## src/rtl/writeback_commit.sv

```systemverilog
// ---------------------------------------------------------------------------
// writeback_commit
//
// Registered commit stage: the last pipeline stage before the register file
// and CSR file. It accepts one instruction per cycle from the memory stage
// with a valid/ready handshake. Every output is a flop, so an accepted
// instruction shows its effects exactly one cycle after the transfer.
//
// Each accepted instruction is resolved by priority:
//   1. An enabled pending interrupt traps (interupt=1, ecp = pc_in).
//   2. Otherwise a synchronous exception traps (interupt=0, ecp = pc_in).
//   3. Otherwise the instruction retires. It writes rd (never x0), may write
//      a CSR and may signal mret. A WFI parks the stage in SLEEP.
// Every trap is followed by one FLUSH cycle. In that cycle the instruction
// already in flight is consumed and dropped.
//
// Interrupt priority and cause codes (highest first):
//   eip (11) > sip (3) > tip (7) > local[N-1] (16+N-1) > ... > local[0] (16)
//
// Parameters
//   XLEN           datapath width (pc, data, ecp)
//   NUM_LOCAL_IRQ  local interrupt lines, 0..16 (cause 16+i)
//   CNT_W          perf counter width
//
// Ports
//   clk, rst_n                 clock; asynchronous active-low reset
//   valid_in / ready_out       handshake; transfer = valid_in && ready_out
//   pc_in, next_pc_in          pc and fall-through pc of the instruction
//   alu/csr/load_data_in       rd data sources
//   write_select_in            00 alu, 01 csr, 10 load, 11 next_pc
//   rd_address_in              destination register
//   csr_address_in, csr_write_in, mret_in, wfi_in, exception_in, ecause_in
//   eip, sip, tip, local_ip    pending interrupt lines (level)
//   irq_mask                   {local[N-1:0], eip, sip, tip} enables
//   global_ie                  global interrupt enable
//   rd_we/rd_address/rd_data   register file write
//   csr_write/csr_address/csr_data  CSR write (data comes from the ALU)
//   traped, mret, interupt, retired  one-cycle pulses
//   ecause, ecp                trap cause and trap pc (both hold)
//   sleeping                   stage is waiting in WFI
//   instret_count, trap_count  perf counters
//
// Configuration macro
//   WB_PERF_COUNTERS_EN  when defined, instret_count counts retired pulses and
//                        trap_count counts traped pulses. Both wrap modulo
//                        2^CNT_W. When undefined, no counter flops are built
//                        and both outputs are tied to zero.
// ---------------------------------------------------------------------------
module writeback_commit #(
  parameter int XLEN          = 32,
  parameter int NUM_LOCAL_IRQ = 4,
  parameter int CNT_W         = 64,
  // A zero-line configuration still needs a legal vector width.
  localparam int LIRQ_W       = (NUM_LOCAL_IRQ > 0) ? NUM_LOCAL_IRQ : 1
) (
  input  logic              clk,
  input  logic              rst_n,
  input  logic              valid_in,
  output logic              ready_out,
  input  logic [XLEN-1:0]   pc_in,
  input  logic [XLEN-1:0]   next_pc_in,
  input  logic [XLEN-1:0]   alu_data_in,
  input  logic [XLEN-1:0]   csr_data_in,
  input  logic [XLEN-1:0]   load_data_in,
  input  logic [1:0]        write_select_in,
  input  logic [4:0]        rd_address_in,
  input  logic [11:0]       csr_address_in,
  input  logic              csr_write_in,
  input  logic              mret_in,
  input  logic              wfi_in,
  input  logic              exception_in,
  input  logic [3:0]        ecause_in,
  input  logic              eip,
  input  logic              sip,
  input  logic              tip,
  input  logic [LIRQ_W-1:0] local_ip,
  input  logic [LIRQ_W+2:0] irq_mask,
  input  logic              global_ie,
  output logic              rd_we,
  output logic [4:0]        rd_address,
  output logic [XLEN-1:0]   rd_data,
  output logic              csr_write,
  output logic [11:0]       csr_address,
  output logic [XLEN-1:0]   csr_data,
  output logic              traped,
  output logic              mret,
  output logic              interupt,
  output logic [4:0]        ecause,
  output logic [XLEN-1:0]   ecp,
  output logic              retired,
  output logic              sleeping,
  output logic [CNT_W-1:0]  instret_count,
  output logic [CNT_W-1:0]  trap_count
);

  localparam logic [1:0] ST_RUN   = 2'd0;
  localparam logic [1:0] ST_SLEEP = 2'd1;
  localparam logic [1:0] ST_FLUSH = 2'd2;

  localparam logic [4:0] CAUSE_EIP = 5'd11;
  localparam logic [4:0] CAUSE_SIP = 5'd3;
  localparam logic [4:0] CAUSE_TIP = 5'd7;

  logic [1:0]      state_q,       state_d;
  logic [XLEN-1:0] wfi_pc_q,      wfi_pc_d;
  logic            rd_we_q,       rd_we_d;
  logic [4:0]      rd_address_q,  rd_address_d;
  logic [XLEN-1:0] rd_data_q,     rd_data_d;
  logic            csr_write_q,   csr_write_d;
  logic [11:0]     csr_address_q, csr_address_d;
  logic [XLEN-1:0] csr_data_q,    csr_data_d;
  logic            traped_q,      traped_d;
  logic            mret_q,        mret_d;
  logic            interupt_q,    interupt_d;
  logic [4:0]      ecause_q,      ecause_d;
  logic [XLEN-1:0] ecp_q,         ecp_d;
  logic            retired_q,     retired_d;

  logic              transfer;
  logic [2:0]        core_en;
  logic [LIRQ_W-1:0] local_en;
  logic              take_irq;
  logic [4:0]        irq_cause;
  logic [XLEN-1:0]   wb_data;

  // Only SLEEP refuses work. FLUSH accepts an instruction so it can drop it.
  assign ready_out = (state_q != ST_SLEEP);
  assign sleeping  = (state_q == ST_SLEEP);
  assign transfer  = valid_in && ready_out;

  // Mask layout matches the pending vector: bit 0 tip, 1 sip, 2 eip,
  // bits 3.. local lines.
  assign core_en = {eip, sip, tip} & irq_mask[2:0];

  generate
    if (NUM_LOCAL_IRQ > 0) begin : g_local
      assign local_en = local_ip & irq_mask[LIRQ_W+2:3];
    end else begin : g_no_local
      assign local_en = '0;
    end
  endgenerate

  assign take_irq = global_ie && ((|core_en) || (|local_en));

  // Later assignments win. The loop runs upward so the highest local line
  // wins among the local lines. tip, sip and eip are applied last, so they
  // override all local lines in that order.
  always_comb begin
    irq_cause = 5'd0;
    for (int i = 0; i < NUM_LOCAL_IRQ; i++) begin
      if (local_en[i]) begin
        irq_cause = 5'(16 + i);
      end
    end
    if (core_en[0]) irq_cause = CAUSE_TIP;
    if (core_en[1]) irq_cause = CAUSE_SIP;
    if (core_en[2]) irq_cause = CAUSE_EIP;
  end

  always_comb begin
    case (write_select_in)
      2'b00:   wb_data = alu_data_in;
      2'b01:   wb_data = csr_data_in;
      2'b10:   wb_data = load_data_in;
      default: wb_data = next_pc_in;
    endcase
  end

  // Next-state and output logic. Pulse outputs default low. Data, address,
  // cause and trap pc default to their held values.
  always_comb begin
    state_d       = state_q;
    wfi_pc_d      = wfi_pc_q;
    rd_we_d       = 1'b0;
    rd_address_d  = rd_address_q;
    rd_data_d     = rd_data_q;
    csr_write_d   = 1'b0;
    csr_address_d = csr_address_q;
    csr_data_d    = csr_data_q;
    traped_d      = 1'b0;
    mret_d        = 1'b0;
    interupt_d    = 1'b0;
    ecause_d      = ecause_q;
    ecp_d         = ecp_q;
    retired_d     = 1'b0;

    case (state_q)
      ST_RUN: begin
        if (transfer) begin
          if (take_irq) begin
            // An interrupt preempts everything else the instruction asked
            // for, including exception, mret and wfi.
            traped_d   = 1'b1;
            interupt_d = 1'b1;
            ecause_d   = irq_cause;
            ecp_d      = pc_in;
            state_d    = ST_FLUSH;
          end else if (exception_in) begin
            traped_d = 1'b1;
            ecause_d = {1'b0, ecause_in};
            ecp_d    = pc_in;
            state_d  = ST_FLUSH;
          end else begin
            retired_d     = 1'b1;
            rd_we_d       = (rd_address_in != 5'd0);
            rd_address_d  = rd_address_in;
            rd_data_d     = wb_data;
            csr_write_d   = csr_write_in;
            csr_address_d = csr_address_in;
            csr_data_d    = alu_data_in;
            mret_d        = mret_in;
            if (wfi_in) begin
              // Wake-up traps report the instruction after the WFI.
              wfi_pc_d = next_pc_in;
              state_d  = ST_SLEEP;
            end
          end
        end
      end

      ST_SLEEP: begin
        if (take_irq) begin
          traped_d   = 1'b1;
          interupt_d = 1'b1;
          ecause_d   = irq_cause;
          ecp_d      = wfi_pc_q;
          state_d    = ST_FLUSH;
        end
      end

      ST_FLUSH: begin
        // Anything transferred this cycle was fetched down the old path.
        state_d = ST_RUN;
      end

      default: begin
        state_d = ST_RUN;
      end
    endcase
  end

  always_ff @(posedge clk or negedge rst_n) begin
    if (!rst_n) begin
      state_q       <= ST_RUN;
      wfi_pc_q      <= '0;
      rd_we_q       <= 1'b0;
      rd_address_q  <= '0;
      rd_data_q     <= '0;
      csr_write_q   <= 1'b0;
      csr_address_q <= '0;
      csr_data_q    <= '0;
      traped_q      <= 1'b0;
      mret_q        <= 1'b0;
      interupt_q    <= 1'b0;
      ecause_q      <= '0;
      ecp_q         <= '0;
      retired_q     <= 1'b0;
    end else begin
      state_q       <= state_d;
      wfi_pc_q      <= wfi_pc_d;
      rd_we_q       <= rd_we_d;
      rd_address_q  <= rd_address_d;
      rd_data_q     <= rd_data_d;
      csr_write_q   <= csr_write_d;
      csr_address_q <= csr_address_d;
      csr_data_q    <= csr_data_d;
      traped_q      <= traped_d;
      mret_q        <= mret_d;
      interupt_q    <= interupt_d;
      ecause_q      <= ecause_d;
      ecp_q         <= ecp_d;
      retired_q     <= retired_d;
    end
  end

  assign rd_we       = rd_we_q;
  assign rd_address  = rd_address_q;
  assign rd_data     = rd_data_q;
  assign csr_write   = csr_write_q;
  assign csr_address = csr_address_q;
  assign csr_data    = csr_data_q;
  assign traped      = traped_q;
  assign mret        = mret_q;
  assign interupt    = interupt_q;
  assign ecause      = ecause_q;
  assign ecp         = ecp_q;
  assign retired     = retired_q;

`ifdef WB_PERF_COUNTERS_EN
  logic [CNT_W-1:0] instret_count_q, instret_count_d;
  logic [CNT_W-1:0] trap_count_q,    trap_count_d;

  // Counters advance in the same cycle that the matching pulse is
  // registered, so the count and the pulse become visible together.
  always_comb begin
    instret_count_d = instret_count_q + {{(CNT_W-1){1'b0}}, retired_d};
    trap_count_d    = trap_count_q    + {{(CNT_W-1){1'b0}}, traped_d};
  end

  always_ff @(posedge clk or negedge rst_n) begin
    if (!rst_n) begin
      instret_count_q <= '0;
      trap_count_q    <= '0;
    end else begin
      instret_count_q <= instret_count_d;
      trap_count_q    <= trap_count_d;
    end
  end

  assign instret_count = instret_count_q;
  assign trap_count    = trap_count_q;
`else
  assign instret_count = '0;
  assign trap_count    = '0;
`endif

endmodule

```

## config.mk

```make
export PLATFORM = sky130hd
export DESIGN_NAME = writeback_commit
export DESIGN_NICKNAME = d
export VERILOG_FILES = /design/src/rtl/writeback_commit.sv
export SDC_FILE = /design/constraint.sdc
export NUM_CORES = 1
export LEC_CHECK = 0
export BUFFER_PORTS_ARGS = -buffer_cell sky130_fd_sc_hd__buf_2
export CELL_PAD_IN_SITES_DETAIL_PLACEMENT = 0
export CELL_PAD_IN_SITES_GLOBAL_PLACEMENT = 1
export CORE_AREA = 3 3 179 181
export CTS_CLUSTER_DIAMETER = 150
export DETAILED_ROUTE_END_ITERATION = 10
export DIE_AREA = 0 0 182 184
export PLACE_DENSITY_LB_ADDON = 0.1
export SLEW_MARGIN = 25
export SYNTH_ARGS = -nofsm -noshare
export SYNTH_HDL_FRONTEND = slang
export SYNTH_SLANG_ARGS = --single-unit
```

## constraint.sdc

```tcl
create_clock -name clk -period 1.82 [get_ports clk]
set_input_delay 0.182 -clock clk [delete_from_list [all_inputs] [get_ports clk]]
set_output_delay 0.182 -clock clk [all_outputs]
set_load 0.005 [all_outputs]
```

==> report_table.html, run 1 <==
<table>
<tr><th>Metric</th><th>Value</th></tr>
<tr><th colspan="2">Route</th></tr>
<tr><td>Routed wirelength normalized by instance count</td><td>18.4 um</td></tr>
<tr><td>Via density per instance</td><td>4.14</td></tr>
<tr><td>Detail Route Antenna Nets</td><td>0</td></tr>
<tr><td>First-pass iteration count of the detailed router</td><td>4</td></tr>
<tr><td>Vias</td><td>5953</td></tr>
<tr><td>Count of unresolved DRC violations after routing</td><td>0</td></tr>
<tr><td>Final Routed Wirelength</td><td>26.4 mm</td></tr>
<tr><td>Number of violations reported at the end of detailed-routing iteration 0</td><td>183</td></tr>
<tr><th colspan="2">Cells and area</th></tr>
<tr><td>Layout cell share with drive strength beyond 1</td><td>55.7%</td></tr>
<tr><td>Leading cell types in the layout, fill and taps excluded</td><td>buf_2, dfrtp_1, mux2_2</td></tr>
<tr><td>Net count of the finished layout</td><td>1233</td></tr>
<tr><td>Final standard cell utilization of the core</td><td>36.0%</td></tr>
<tr><td>Final cell count without fillers</td><td>1437</td></tr>
<tr><td>Layout Area Growth over Synthesis</td><td>35.2%</td></tr>
<tr><td>Leading cell type in the layout, fill and taps excluded</td><td>buf_2</td></tr>
<tr><th colspan="2">Outcome</th></tr>
<tr><td>Status</td><td>finished clean</td></tr>
<tr><th colspan="2">Timing</th></tr>
<tr><td>Achievable frequency</td><td>575 MHz</td></tr>
<tr><td>Final Hold Fails</td><td>0</td></tr>
<tr><td>Max Clock Skew</td><td>17.3 ps</td></tr>
<tr><td>Setup total negative slack</td><td>0 ps</td></tr>
<tr><td>Setup violators final</td><td>0</td></tr>
<tr><td>Unrepaired setup endpoints after global routing</td><td>no</td></tr>
<tr><td>Slew Viols, Final</td><td>0</td></tr>
<tr><td>Min Tclk post-route</td><td>1740 ps</td></tr>
<tr><td>Minimum setup slack in the final design</td><td>81.7 ps</td></tr>
<tr><td>Period utilization</td><td>95.5%</td></tr>
<tr><th colspan="2">Synth</th></tr>
<tr><td>Share of the synthesized area in the top cell type</td><td>48.5%</td></tr>
<tr><td>Avg Cell Area, Syn</td><td>12.7 um2</td></tr>
<tr><td>Number of distinct library cell variants in the gate-level netlist after synthesis</td><td>32</td></tr>
<tr><td>Part of the Yosys area used for sequential elements</td><td>48.5%</td></tr>
<tr><td>Cell Area, Synth</td><td>8160 um2</td></tr>
<tr><td>Count of mapped cells out of synthesis</td><td>641</td></tr>
<tr><td>Area leader, netlist</td><td>dfrtp_1</td></tr>
<tr><td>Synth warnings</td><td>0</td></tr>
<tr><td>Leading post-synthesis cells by cell area</td><td>dfrtp_1, mux2_2, buf_4</td></tr>
<tr><td>Register bit total from synthesis</td><td>158</td></tr>
<tr><th colspan="2">Setup path</th></tr>
<tr><td>Family with the most delay on the worst path</td><td>simple AND/OR/NAND/NOR gates</td></tr>
<tr><td>Buf/Inv on CP</td><td>2</td></tr>
<tr><td>Required time of the critical path</td><td>2120 ps</td></tr>
<tr><td>Cell-by-cell trace of the critical path</td><td>or3b_1 -&gt; nor2_2 -&gt; nand2_2 -&gt; clkinv_4 -&gt; clkbuf_16 -&gt; mux2_2</td></tr>
<tr><td>Maximum fanout count along the critical path</td><td>15</td></tr>
<tr><td>Reg-to-reg setup timing slack</td><td>80 ps</td></tr>
<tr><td>Kind of end point of the critical path</td><td>register</td></tr>
<tr><td>Critical register-to-register path startpoint</td><td>state_q[1]$_DFFE_PN0P_</td></tr>
<tr><td>Critical path data arrival time</td><td>2030 ps</td></tr>
<tr><td>CP startpoint kind</td><td>register</td></tr>
<tr><td>Endpoint of the worst-slack reg-to-reg timing path</td><td>rd_data[23]$_DFFE_PN0P_</td></tr>
<tr><td>Kind of critical path</td><td>register to register</td></tr>
<tr><td>Maximum cell stage delay along the critical path</td><td>400 ps</td></tr>
<tr><td>Highest-delay cell along the critical path</td><td>or3b_1</td></tr>
<tr><td>Depth of the worst register-to-register path</td><td>6</td></tr>
<tr><th colspan="2">Clocking</th></tr>
<tr><td>Number of buffers added by the clock tree synthesis step</td><td>17</td></tr>
<tr><td>Number of H-tree branching levels</td><td>4</td></tr>
<tr><td>CTS tree</td><td>yes</td></tr>
<tr><td>Clock transition time at the flip-flop clock pins of the worst setup and hold paths</td><td>80 ps</td></tr>
<tr><td>Root Buffer Master</td><td>clkbuf_16</td></tr>
<tr><td>Clock latency of the later-clocked register in the worst-skew pair</td><td>420 ps</td></tr>
<tr><td>Number of sinks on the clock net</td><td>158</td></tr>
<tr><td>Total setup buffers inserted after CTS</td><td>0</td></tr>
<tr><td>Maximum clock insertion buffer count</td><td>2</td></tr>
<tr><th colspan="2">Floorplan</th></tr>
<tr><td>Initial core utilization</td><td>26.7%</td></tr>
<tr><td>Std-Cell Core Area</td><td>30600 um2</td></tr>
<tr><td>Die area</td><td>33500 um2</td></tr>
<tr><td>Cell row count</td><td>64</td></tr>
<tr><td>Number of top-level design ports</td><td>459</td></tr>
<tr><td>Die X-Extent</td><td>182 um</td></tr>
<tr><td>Floorplan die height</td><td>184 um</td></tr>
<tr><th colspan="2">Global routing</th></tr>
<tr><td>Maximum number of pins on one net before global-route repair</td><td>56</td></tr>
<tr><td>Wire length of the first global-routing pass</td><td>38.8 mm</td></tr>
<tr><td>Grt ovf</td><td>0</td></tr>
<tr><td>Total GRT Usage</td><td>15.3%</td></tr>
<tr><td>Via count of the first global-routing pass</td><td>6258</td></tr>
<tr><td>Number of antenna violations at the first check in global routing</td><td>2</td></tr>
<tr><th colspan="2">Min path</th></tr>
<tr><td>Hold endpoint</td><td>wfi_pc_q[19]$_DFFE_PN0P_</td></tr>
<tr><td>Startpoint of the worst hold path</td><td>next_pc_in[19]</td></tr>
<tr><td>Hold/Removal Path Class</td><td>input port to register</td></tr>
<tr><td>Cell count of the worst hold path</td><td>2</td></tr>
<tr><th colspan="2">Power and ir drop</th></tr>
<tr><td>Power per cell area</td><td>1070 nW/um2</td></tr>
<tr><td>Pleak</td><td>5.52 nW</td></tr>
<tr><td>Peak ir drop on the vdd network</td><td>514 uV</td></tr>
<tr><th colspan="2">Placed design</th></tr>
<tr><td>Worst setup slack after placement</td><td>-28.7 ps</td></tr>
<tr><td>Buffers on Ports</td><td>330</td></tr>
<tr><td>RePlAce Congestion</td><td>0.710</td></tr>
<tr><td>Final HPWL from detailed placement</td><td>20.2 mm</td></tr>
<tr><td>Total placed cells including tap cells</td><td>1364</td></tr>
<tr><th colspan="2">Flow run</th></tr>
<tr><td>Max_cap viols</td><td>0</td></tr>
</table>
-- per-stage QoR --
step / cell area, um2 / hold slack, ps / power, mW
3_3_place_gp: 10000 / 105 / 8.30
4_1_cts: 11000 / 0.399 / 12.0
6_report: 11000 / 20.6 / 11.8
3_5_place_dp: 10000 / 102 / 8.34
5_1_grt: 11000 / 4.20 / 12.6
2_1_floorplan: 8630 / -114 / 6.81
-- kinds of logic (layout without fill, tap and decap cells) --
family / Yosys count / after routing / share of synthesized area [%]
mux: 182 / 182 / 29.9
buf+inv: 165 / 437 / 14.1
flops: 158 / 158 / 48.5
simple gates: 118 / 118 / 5.69
compound gates: 17 / 17 / 1.83
other cells: 1 / 129 / 0.0460
-- how the worst max path moves through the flow --
stage	from	end	slack [ps]	cells after the start
finish	state_q[1]$_DFFE_PN0P_	rd_data[23]$_DFFE_PN0P_	80	6
global route	state_q[1]$_DFFE_PN0P_	csr_data[27]$_DFFE_PN0P_	20	5
CTS	state_q[1]$_DFFE_PN0P_	ready_out	3	4
detailed placement	sip	csr_data[12]$_DFFE_PN0P_	-30	6
global placement	state_q[1]$_DFFE_PN0P_	csr_data[28]$_DFFE_PN0P_	-5	5
floorplan	state_q[1]$_DFFE_PN0P_	csr_address[0]$_DFFE_PN0P_	-20	6
-- power by group --
group | switching (mW) | internal [mW] | leakage (nW)
logic | 1.34 | 1.86 | 3.37
clock network | 1.60 | 1.91 | 0.262
registers | 0.507 | 4.57 | 1.89
total | 3.45 | 8.34 | 5.52
-- state kept, by name (all words and copies together), names as in the netlist, 2 cells and up --
name         flops
csr_address     12
csr_data        32
ecause           5
ecp             32
rd_address       5
rd_data         32
state_q          2
wfi_pc_q        32
-- area by class of cell --
cell class	instances	area, um2
antenna	1	2.50
sequential	158	3950
tap	396	495
clock inverter	13	129
fill	3153	19600
clock buffer	18	429
multi-input combinational	445	3550
inverter	6	27.5
timing repair buffer	400	2430
-- synthesized netlist by cell type (all sizes together) --
cell type,n
or3b,1
nand3,4
inv,6
mux4,32
nand2,102
conb,1
o21ai,1
nor2,5
a41oi,1
and3,2
nand2b,1
clkbuf,9
nor3,3
a32oi,2
a41o,1
dfrtp,158
a31oi,1
a21oi,2
o211ai,2
o2111a,1
buf,150
o2111ai,1
o32a,1
a22oi,4
mux2,150
-- timing repair --
| action | 4_1_cts | 5_1_grt |
|---|---|---|
| cloned | 0 | 1 |
| endpoints found under the hold margin | 69 | 0 |
| endpoints found under the setup margin | 7 | 41 |
| hold buffers | 40 | 0 |
| gates resized for setup | 2 | 5 |
| pin swaps | 0 | 0 |
-- metal layers --
layer | vias to the layer above | part of all wire, % | global-route usage [%]
met5 | - | 0.079 | 0
met4 | 4 | 0.53 | 3.02
met3 | 12 | 7.6 | 4.29
met2 | 274 | 50 | 26.6
met1 | 2923 | 41 | 19.0
li1 | 2740 | - | -
Power figures use the tool's default switching activity.
==> inputs of run 2 (changes only) <==
- CELL_PAD_IN_SITES_DETAIL_PLACEMENT: 0 -> 2
- CELL_PAD_IN_SITES_GLOBAL_PLACEMENT: 1 -> 2
- CORE_AREA: 3 3 179 181 -> 3 3 189 191
- DIE_AREA: 0 0 182 184 -> 0 0 192 194
==> run 2 against run 1 <==
- critical path depth is the same
- via count increased by 3.2%
- clock power grew 5%
- utilization shrank 2.9 points
- count of clock-buffer cells in the layout up 3
- combinational power is 5% higher
- non-clock buffer count up 18
- sequential power barely moved
- total power grew 3.0%
- first-iteration DRC count down 39%
- design area up 3.2%
- critical endpoint is now rd_data[1]$_DFFE_PN0P_
- largest cell class unchanged
- highest routed layer unchanged
==> report_table.html, run 2 (synthesized netlist as in run 1, its figures left out) <==
<table>
<tr><th>Metric</th><th>Value</th></tr>
<tr><th colspan="2">Setup path</th></tr>
<tr><td>Depth of the worst register-to-register path</td><td>6 (unchanged)</td></tr>
<tr><td>Critical register-to-register path startpoint</td><td>state_q[1]$_DFFE_PN0P_ (unchanged)</td></tr>
<tr><td>Maximum fanout count along the critical path</td><td>9 (was 15)</td></tr>
<tr><td>CP startpoint kind</td><td>register (unchanged)</td></tr>
<tr><td>Reg-to-reg setup timing slack</td><td>20 ps (was 80 ps)</td></tr>
<tr><td>Kind of end point of the critical path</td><td>register (unchanged)</td></tr>
<tr><td>CP startpoint</td><td>state_q[1]$_DFFE_PN0P_ (unchanged)</td></tr>
<tr><td>Kind of critical path</td><td>register to register (unchanged)</td></tr>
<tr><td>Required time of the critical path</td><td>2120 ps (about the same)</td></tr>
<tr><td>Endpoint of the worst-slack reg-to-reg timing path</td><td>rd_data[1]$_DFFE_PN0P_ (was rd_data[23]$_DFFE_PN0P_)</td></tr>
<tr><td>Critical path data arrival time</td><td>2110 ps (was 2030 ps)</td></tr>
<tr><th colspan="2">Route</th></tr>
<tr><td>Count of unresolved DRC violations after routing</td><td>0 (unchanged)</td></tr>
<tr><td>Via density per instance</td><td>4.05 (was 4.14)</td></tr>
<tr><td>M1 WL</td><td>12.1 mm (was 10.9 mm)</td></tr>
<tr><td>Detail Route met3 WL</td><td>2.61 mm (was 2.00 mm)</td></tr>
<tr><td>Number of violations reported at the end of detailed-routing iteration 0</td><td>112 (was 183)</td></tr>
<tr><td>Routed wirelength normalized by instance count</td><td>19.9 um (was 18.4 um)</td></tr>
<tr><td>Final Routed Wirelength</td><td>30.1 mm (was 26.4 mm)</td></tr>
<tr><td>Vias</td><td>6142 (was 5953)</td></tr>
<tr><td>Sum of met2 wire segment lengths after detailed routing</td><td>15.1 mm (was 13.3 mm)</td></tr>
<tr><td>Detail Route Antenna Nets</td><td>0 (unchanged)</td></tr>
<tr><td>Highest metal layer with signal wires</td><td>met5 (unchanged)</td></tr>
<tr><td>First-pass iteration count of the detailed router</td><td>4 (unchanged)</td></tr>
<tr><th colspan="2">Placed design</th></tr>
<tr><td>Buffers on Ports</td><td>330 (unchanged)</td></tr>
<tr><td>Placed cell areas</td><td>10100 um2 (was 10000 um2)</td></tr>
<tr><td>RePlAce Congestion</td><td>0.709 (was 0.710)</td></tr>
<tr><td>Final HPWL from detailed placement</td><td>22.7 mm (was 20.2 mm)</td></tr>
<tr><th colspan="2">Timing</th></tr>
<tr><td>Setup violators final</td><td>0 (unchanged)</td></tr>
<tr><td>Slew Viols, Final</td><td>0 (unchanged)</td></tr>
<tr><td>Min Tclk post-route</td><td>1800 ps (was 1740 ps)</td></tr>
<tr><td>Worst slack on hold paths</td><td>22.6 ps (was 20.6 ps)</td></tr>
<tr><td>Period utilization</td><td>99.2% (was 95.5%)</td></tr>
<tr><td>Achievable frequency</td><td>554 MHz (was 575 MHz)</td></tr>
<tr><td>Final Hold Fails</td><td>0 (unchanged)</td></tr>
<tr><td>Max Clock Skew</td><td>10.8 ps (was 17.3 ps)</td></tr>
<tr><td>Unrepaired setup endpoints after global routing</td><td>yes (was no)</td></tr>
<tr><th colspan="2">Min path</th></tr>
<tr><td>Cell count of the worst hold path</td><td>2 (unchanged)</td></tr>
<tr><td>Hold/Removal Path Class</td><td>input port to register (unchanged)</td></tr>
<tr><td>Startpoint of the worst hold path</td><td>next_pc_in[28] (was next_pc_in[19])</td></tr>
<tr><td>Hold endpoint</td><td>wfi_pc_q[28]$_DFFE_PN0P_ (was wfi_pc_q[19]$_DFFE_PN0P_)</td></tr>
<tr><th colspan="2">Clocking</th></tr>
<tr><td>Clock transition time at the flip-flop clock pins of the worst setup and hold paths</td><td>70 ps (was 80 ps)</td></tr>
<tr><td>Number of buffers added by the clock tree synthesis step</td><td>17 (unchanged)</td></tr>
<tr><td>Clock latency of the later-clocked register in the worst-skew pair</td><td>430 ps (was 420 ps)</td></tr>
<tr><td>Root Buffer Master</td><td>clkbuf_16 (unchanged)</td></tr>
<tr><td>Number of sinks on the clock net</td><td>158 (unchanged)</td></tr>
<tr><td>Maximum clock insertion buffer count</td><td>2 (unchanged)</td></tr>
<tr><td>CTS tree</td><td>yes (unchanged)</td></tr>
<tr><td>Number of H-tree branching levels</td><td>4 (unchanged)</td></tr>
<tr><th colspan="2">Cells and area</th></tr>
<tr><td>Total area of sequential cells</td><td>3950 um2 (unchanged)</td></tr>
<tr><td>Filler cell count</td><td>3763 (was 3153)</td></tr>
<tr><td>Leading cell types in the layout, fill and taps excluded</td><td>buf_2, dfrtp_1, mux2_2 (unchanged)</td></tr>
<tr><td>Layout Area Growth over Synthesis</td><td>39.4% (was 35.2%)</td></tr>
<tr><td>Layout cell share with drive strength beyond 1</td><td>55.3% (was 55.7%)</td></tr>
<tr><td>Final Instance Area</td><td>11400 um2 (was 11000 um2)</td></tr>
<tr><td>Leading cell type in the layout, fill and taps excluded</td><td>buf_2 (unchanged)</td></tr>
<tr><td>Multi-input gate area</td><td>3600 um2 (was 3550 um2)</td></tr>
<tr><td>Net count of the finished layout</td><td>1251 (was 1233)</td></tr>
<tr><th colspan="2">Global routing</th></tr>
<tr><td>Via count of the first global-routing pass</td><td>6859 (was 6258)</td></tr>
<tr><td>Number of antenna violations at the first check in global routing</td><td>6 (was 2)</td></tr>
<tr><td>Total GRT Usage</td><td>15.5% (was 15.3%)</td></tr>
<tr><td>Wire length of the first global-routing pass</td><td>43.5 mm (was 38.8 mm)</td></tr>
<tr><td>Grt ovf</td><td>0 (unchanged)</td></tr>
<tr><td>Maximum number of pins on one net before global-route repair</td><td>39 (was 56)</td></tr>
<tr><th colspan="2">Power and ir drop</th></tr>
<tr><td>Peak ir drop on the vdd network</td><td>617 uV (was 514 uV)</td></tr>
<tr><td>Pleak</td><td>5.66 nW (was 5.52 nW)</td></tr>
<tr><td>Power per cell area</td><td>1070 nW/um2 (about the same)</td></tr>
<tr><th colspan="2">Floorplan</th></tr>
<tr><td>Number of top-level design ports</td><td>459 (unchanged)</td></tr>
<tr><td>Cell row count</td><td>68 (was 64)</td></tr>
<tr><td>Die area</td><td>37200 um2 (was 33500 um2)</td></tr>
<tr><td>Floorplan die height</td><td>194 um (was 184 um)</td></tr>
<tr><td>Initial core utilization</td><td>23.8% (was 26.7%)</td></tr>
<tr><td>Die X-Extent</td><td>192 um (was 182 um)</td></tr>
<tr><td>Std-Cell Core Area</td><td>34300 um2 (was 30600 um2)</td></tr>
<tr><th colspan="2">Outcome</th></tr>
<tr><td>Status</td><td>finished clean (unchanged)</td></tr>
<tr><th colspan="2">Flow run</th></tr>
<tr><td>Max_cap viols</td><td>0 (unchanged)</td></tr>
</table>
## run 2: layer usage
layer / vias up / global-route usage (%)
met4: 10 / 2.91
met2: 272 / 27.0
met3: 25 / 5.44
met5: - / 0
met1: 3062 / 18.6
li1: 2773 / -
## run 2: final cells by class
type	instances	area share, %
Sequential cell	158	34.8
Multi-Input combinational cell	445	31.6
Timing Repair Buffer	418	23.1
Tap cell	455	5.00
Clock buffer	21	4.05
Clock inverter	11	1.17
Inverter	6	0.308
Antenna cell	1	0.0220
## run 2: what timing repair did
action / 4_1_cts / 5_1_grt
cloned: 0 / 4
hold endpoints to repair: 81 / 0
buffers inserted: 0 / 1
resized for setup: 5 / 16
hold buffers: 52 / 0
setup endpoints to repair: 106 / 87
pin swaps: 0 / 1
## run 2: power breakdown
| group | internal [mW] | switching [mW] | total (mW) |
|---|---|---|---|
| clock network | 2.11 | 1.58 | 3.69 |
| logic | 1.93 | 1.43 | 3.36 |
| registers | 4.58 | 0.515 | 5.09 |
## run 2: critical path, cell delays in order, from the launching register on
cell and delay [ps]:
dfrtp_1 400, or3b_4 430, nor2_4 130, nand2_4 100, clkinv_8 110, buf_12 160
mux2_2 340
## run 2: worst max-delay path by stage
stage / to / cells after the start
6_report: rd_data[1]$_DFFE_PN0P_ / 6
3_3_place_gp: csr_data[16]$_DFFE_PN0P_ / 6
4_1_cts: csr_address[8]$_DFFE_PN0P_ / 6
5_1_grt: rd_data[1]$_DFFE_PN0P_ / 6
3_5_place_dp: csr_data[28]$_DFFE_PN0P_ / 5
2_1_floorplan: csr_address[0]$_DFFE_PN0P_ / 6
## run 2: metrics by stage
step                setup WS [ps]  setup TNS, ps  utilization, %  power (mW)  instances
floorplan                   -20.7           -753               -        6.81        768
global placement            -7.28           -119            29.4        8.35       1425
detailed placement          -73.2          -3320            29.4        8.43       1425
CTS                         0.324              0            32.7        12.3       1509
global route                -41.5          -1800            33.2        13.0       1514
finish                       15.2              0            33.2        12.1       1515
==> inputs of run 3 (changes only) <==
- CTS_BUF_LIST: unset -> sky130_fd_sc_hd__clkbuf_16
==> run 3 against run 2 <==
- hold slack gained 0.81 ps
- sequential share of layout area is essentially flat
- critical path type unchanged
- first-iteration DRC count shrank 4.5%
- flip-flop and latch count is the same
- fmax grew 0.26%
- utilization is essentially flat
- combinational power grew 1%
- count of clock-buffer cells in the layout shrank 4
- global-route usage is essentially flat
- sequential power is essentially flat
==> report_table.html, run 3 (synthesized netlist as in run 1, its figures left out) <==
<table>
<tr><th>Metric</th><th>Value</th></tr>
<tr><th colspan="2">Placed design</th></tr>
<tr><td>RePlAce Congestion</td><td>0.709 (unchanged)</td></tr>
<tr><td>Buffers on Ports</td><td>330 (unchanged)</td></tr>
<tr><td>Total placed cells including tap cells</td><td>1425 (unchanged)</td></tr>
<tr><td>Final HPWL from detailed placement</td><td>22.7 mm (unchanged)</td></tr>
<tr><td>Placed cell areas</td><td>10100 um2 (unchanged)</td></tr>
<tr><th colspan="2">Clocking</th></tr>
<tr><td>Root Buffer Master</td><td>clkbuf_16 (unchanged)</td></tr>
<tr><td>Number of buffers added by the clock tree synthesis step</td><td>17 (unchanged)</td></tr>
<tr><td>Maximum clock insertion buffer count</td><td>2 (unchanged)</td></tr>
<tr><td>Clock latency of the later-clocked register in the worst-skew pair</td><td>430 ps (about the same)</td></tr>
<tr><td>Number of H-tree branching levels</td><td>4 (unchanged)</td></tr>
<tr><td>CTS tree</td><td>yes (unchanged)</td></tr>
<tr><td>Clock transition time at the flip-flop clock pins of the worst setup and hold paths</td><td>70 ps (about the same)</td></tr>
<tr><td>Number of sinks on the clock net</td><td>158 (unchanged)</td></tr>
<tr><th colspan="2">Floorplan</th></tr>
<tr><td>Number of top-level design ports</td><td>459 (unchanged)</td></tr>
<tr><td>Initial core utilization</td><td>23.8% (unchanged)</td></tr>
<tr><td>Std-Cell Core Area</td><td>34300 um2 (unchanged)</td></tr>
<tr><td>Cell row count</td><td>68 (unchanged)</td></tr>
<tr><td>Floorplan die height</td><td>194 um (unchanged)</td></tr>
<tr><td>Die area</td><td>37200 um2 (unchanged)</td></tr>
<tr><td>Die X-Extent</td><td>192 um (unchanged)</td></tr>
<tr><th colspan="2">Cells and area</th></tr>
<tr><td>Layout cell share with drive strength beyond 1</td><td>55.1% (was 55.3%)</td></tr>
<tr><td>Final cell count without fillers</td><td>1516 (was 1515)</td></tr>
<tr><td>Filler cell count</td><td>3763 (unchanged)</td></tr>
<tr><td>Net count of the finished layout</td><td>1251 (unchanged)</td></tr>
<tr><td>Layout Area Growth over Synthesis</td><td>39.6% (was 39.4%)</td></tr>
<tr><td>Leading cell type in the layout, fill and taps excluded</td><td>buf_2 (unchanged)</td></tr>
<tr><td>Total area of sequential cells</td><td>3950 um2 (unchanged)</td></tr>
<tr><td>Final standard cell utilization of the core</td><td>33.2% (about the same)</td></tr>
<tr><td>Leading cell types in the layout, fill and taps excluded</td><td>buf_2, dfrtp_1, conb_1 (was buf_2, dfrtp_1, mux2_2)</td></tr>
<tr><td>Multi-input gate area</td><td>3620 um2 (was 3600 um2)</td></tr>
<tr><td>Final Instance Area</td><td>11400 um2 (about the same)</td></tr>
<tr><th colspan="2">Setup path</th></tr>
<tr><td>Maximum fanout count along the critical path</td><td>9 (unchanged)</td></tr>
<tr><td>CP startpoint kind</td><td>register (unchanged)</td></tr>
<tr><td>Highest-delay cell along the critical path</td><td>or3b_4 (unchanged)</td></tr>
<tr><td>Cell-by-cell trace of the critical path</td><td>or3b_4 -&gt; nor2_4 -&gt; nand2_4 -&gt; clkinv_8 -&gt; buf_12 -&gt; mux2_2 (unchanged)</td></tr>
<tr><td>Kind of end point of the critical path</td><td>register (unchanged)</td></tr>
<tr><td>Maximum cell stage delay along the critical path</td><td>430 ps (about the same)</td></tr>
<tr><td>Buf/Inv on CP</td><td>2 (unchanged)</td></tr>
<tr><td>Kind of critical path</td><td>register to register (unchanged)</td></tr>
<tr><td>Required time of the critical path</td><td>2120 ps (about the same)</td></tr>
<tr><td>Critical path data arrival time</td><td>2100 ps (was 2110 ps)</td></tr>
<tr><td>Family with the most delay on the worst path</td><td>simple AND/OR/NAND/NOR gates (unchanged)</td></tr>
<tr><th colspan="2">Route</th></tr>
<tr><td>Detail Route Antenna Nets</td><td>0 (unchanged)</td></tr>
<tr><td>Via density per instance</td><td>4.06 (was 4.05)</td></tr>
<tr><td>Final Routed Wirelength</td><td>30.3 mm (was 30.1 mm)</td></tr>
<tr><td>Vias</td><td>6150 (was 6142)</td></tr>
<tr><td>Number of violations reported at the end of detailed-routing iteration 0</td><td>107 (was 112)</td></tr>
<tr><td>Routed wirelength normalized by instance count</td><td>20.0 um (was 19.9 um)</td></tr>
<tr><td>Count of unresolved DRC violations after routing</td><td>0 (unchanged)</td></tr>
<tr><td>First-pass iteration count of the detailed router</td><td>4 (unchanged)</td></tr>
<tr><th colspan="2">Timing</th></tr>
<tr><td>Slew Viols, Final</td><td>0 (unchanged)</td></tr>
<tr><td>Unrepaired setup endpoints after global routing</td><td>yes (unchanged)</td></tr>
<tr><td>Worst slack on hold paths</td><td>23.4 ps (was 22.6 ps)</td></tr>
<tr><td>Setup total negative slack</td><td>0 ps (unchanged)</td></tr>
<tr><td>Period utilization</td><td>98.9% (was 99.2%)</td></tr>
<tr><td>Achievable frequency</td><td>556 MHz (was 554 MHz)</td></tr>
<tr><td>Min Tclk post-route</td><td>1800 ps (about the same)</td></tr>
<tr><td>Max Clock Skew</td><td>12.7 ps (was 10.8 ps)</td></tr>
<tr><td>Setup violators final</td><td>0 (unchanged)</td></tr>
<tr><td>Final Hold Fails</td><td>0 (unchanged)</td></tr>
<tr><th colspan="2">Global routing</th></tr>
<tr><td>Number of antenna violations at the first check in global routing</td><td>6 (unchanged)</td></tr>
<tr><td>Grt ovf</td><td>0 (unchanged)</td></tr>
<tr><td>Via count of the first global-routing pass</td><td>6860 (was 6859)</td></tr>
<tr><td>Wire length of the first global-routing pass</td><td>43.6 mm (was 43.5 mm)</td></tr>
<tr><td>Maximum number of pins on one net before global-route repair</td><td>39 (unchanged)</td></tr>
<tr><td>Total GRT Usage</td><td>15.5% (about the same)</td></tr>
<tr><th colspan="2">Power and ir drop</th></tr>
<tr><td>Peak ir drop on the vdd network</td><td>617 uV (about the same)</td></tr>
<tr><td>Power per cell area</td><td>1060 nW/um2 (was 1070 nW/um2)</td></tr>
<tr><td>Pleak</td><td>5.68 nW (was 5.66 nW)</td></tr>
<tr><th colspan="2">Outcome</th></tr>
<tr><td>Status</td><td>finished clean (unchanged)</td></tr>
<tr><th colspan="2">Flow run</th></tr>
<tr><td>Max_cap viols</td><td>0 (unchanged)</td></tr>
<tr><th colspan="2">Min path</th></tr>
<tr><td>Hold/Removal Path Class</td><td>input port to register (unchanged)</td></tr>
</table>
run 3: cell types whose count changed in the layout (fill, tap and decap cells not counted), sizes merged:
| cell | before | now |
|---|---|---|
| diode | 1 | 2 |
| clkbuf | 24 | 20 |
| inv | 8 | 10 |
| clkinv | 3 | 5 |
run 3: routing by layer:
layer  global-route usage (%)  wire length (um)
met1                     18.7             12300
met2                     26.9             15000
met3                     5.44              2620
met4                     2.91               234
met5                        0                67
run 3: final timing paths:
path                                        startpoint                         end  slack (ps)  depth (start not counted)
worst max-delay path            state_q[1]$_DFFE_PN0P_      rd_data[1]$_DFFE_PN0P_          20                          6
worst min-delay path                    next_pc_in[16]    wfi_pc_q[16]$_DFFE_PN0P_          20                          2
worst max register to register  state_q[1]$_DFFE_PN0P_      rd_data[1]$_DFFE_PN0P_          20                          6
worst min register to register     ecp[13]$_DFFE_PN0P_         ecp[13]$_DFFE_PN0P_         500                          1
max in group asynchronous                        rst_n    wfi_pc_q[31]$_DFFE_PN0P_         970                          3
min in group asynchronous                        rst_n  csr_address[4]$_DFFE_PN0P_         260                          2
run 3: area by class of cell:
cell class | count | area share [%]
Multi-Input combinational cell | 445 | 31.8
Clock buffer | 17 | 3.74
Timing Repair Buffer | 418 | 23.1
Antenna cell | 2 | 0.0440
Sequential cell | 158 | 34.7
Tap cell | 455 | 5.00
Inverter | 6 | 0.308
Clock inverter | 15 | 1.30
run 3: what timing repair did:
action                                  CTS  global route
setup buffers                             0             1
hold endpoints to repair                 81             0
cloned                                    0             4
endpoints found under the setup margin  106            87
hold buffers                             52             0
resized for setup                         5            23
run 3: through the flow:
stage | total power, mW | worst slack, ps
2_1_floorplan | 6.81 | -20.7
3_3_place_gp | 8.35 | -7.28
3_5_place_dp | 8.43 | -73.2
4_1_cts | 12.2 | -0.159
5_1_grt | 12.9 | -40.8
6_report | 12.1 | 19.9
run 3: report_power, final:
group          switching [mW]  internal [mW]
combinational            1.44           1.96
clock                    1.59           2.02
sequential              0.519           4.58
total                    3.54           8.56
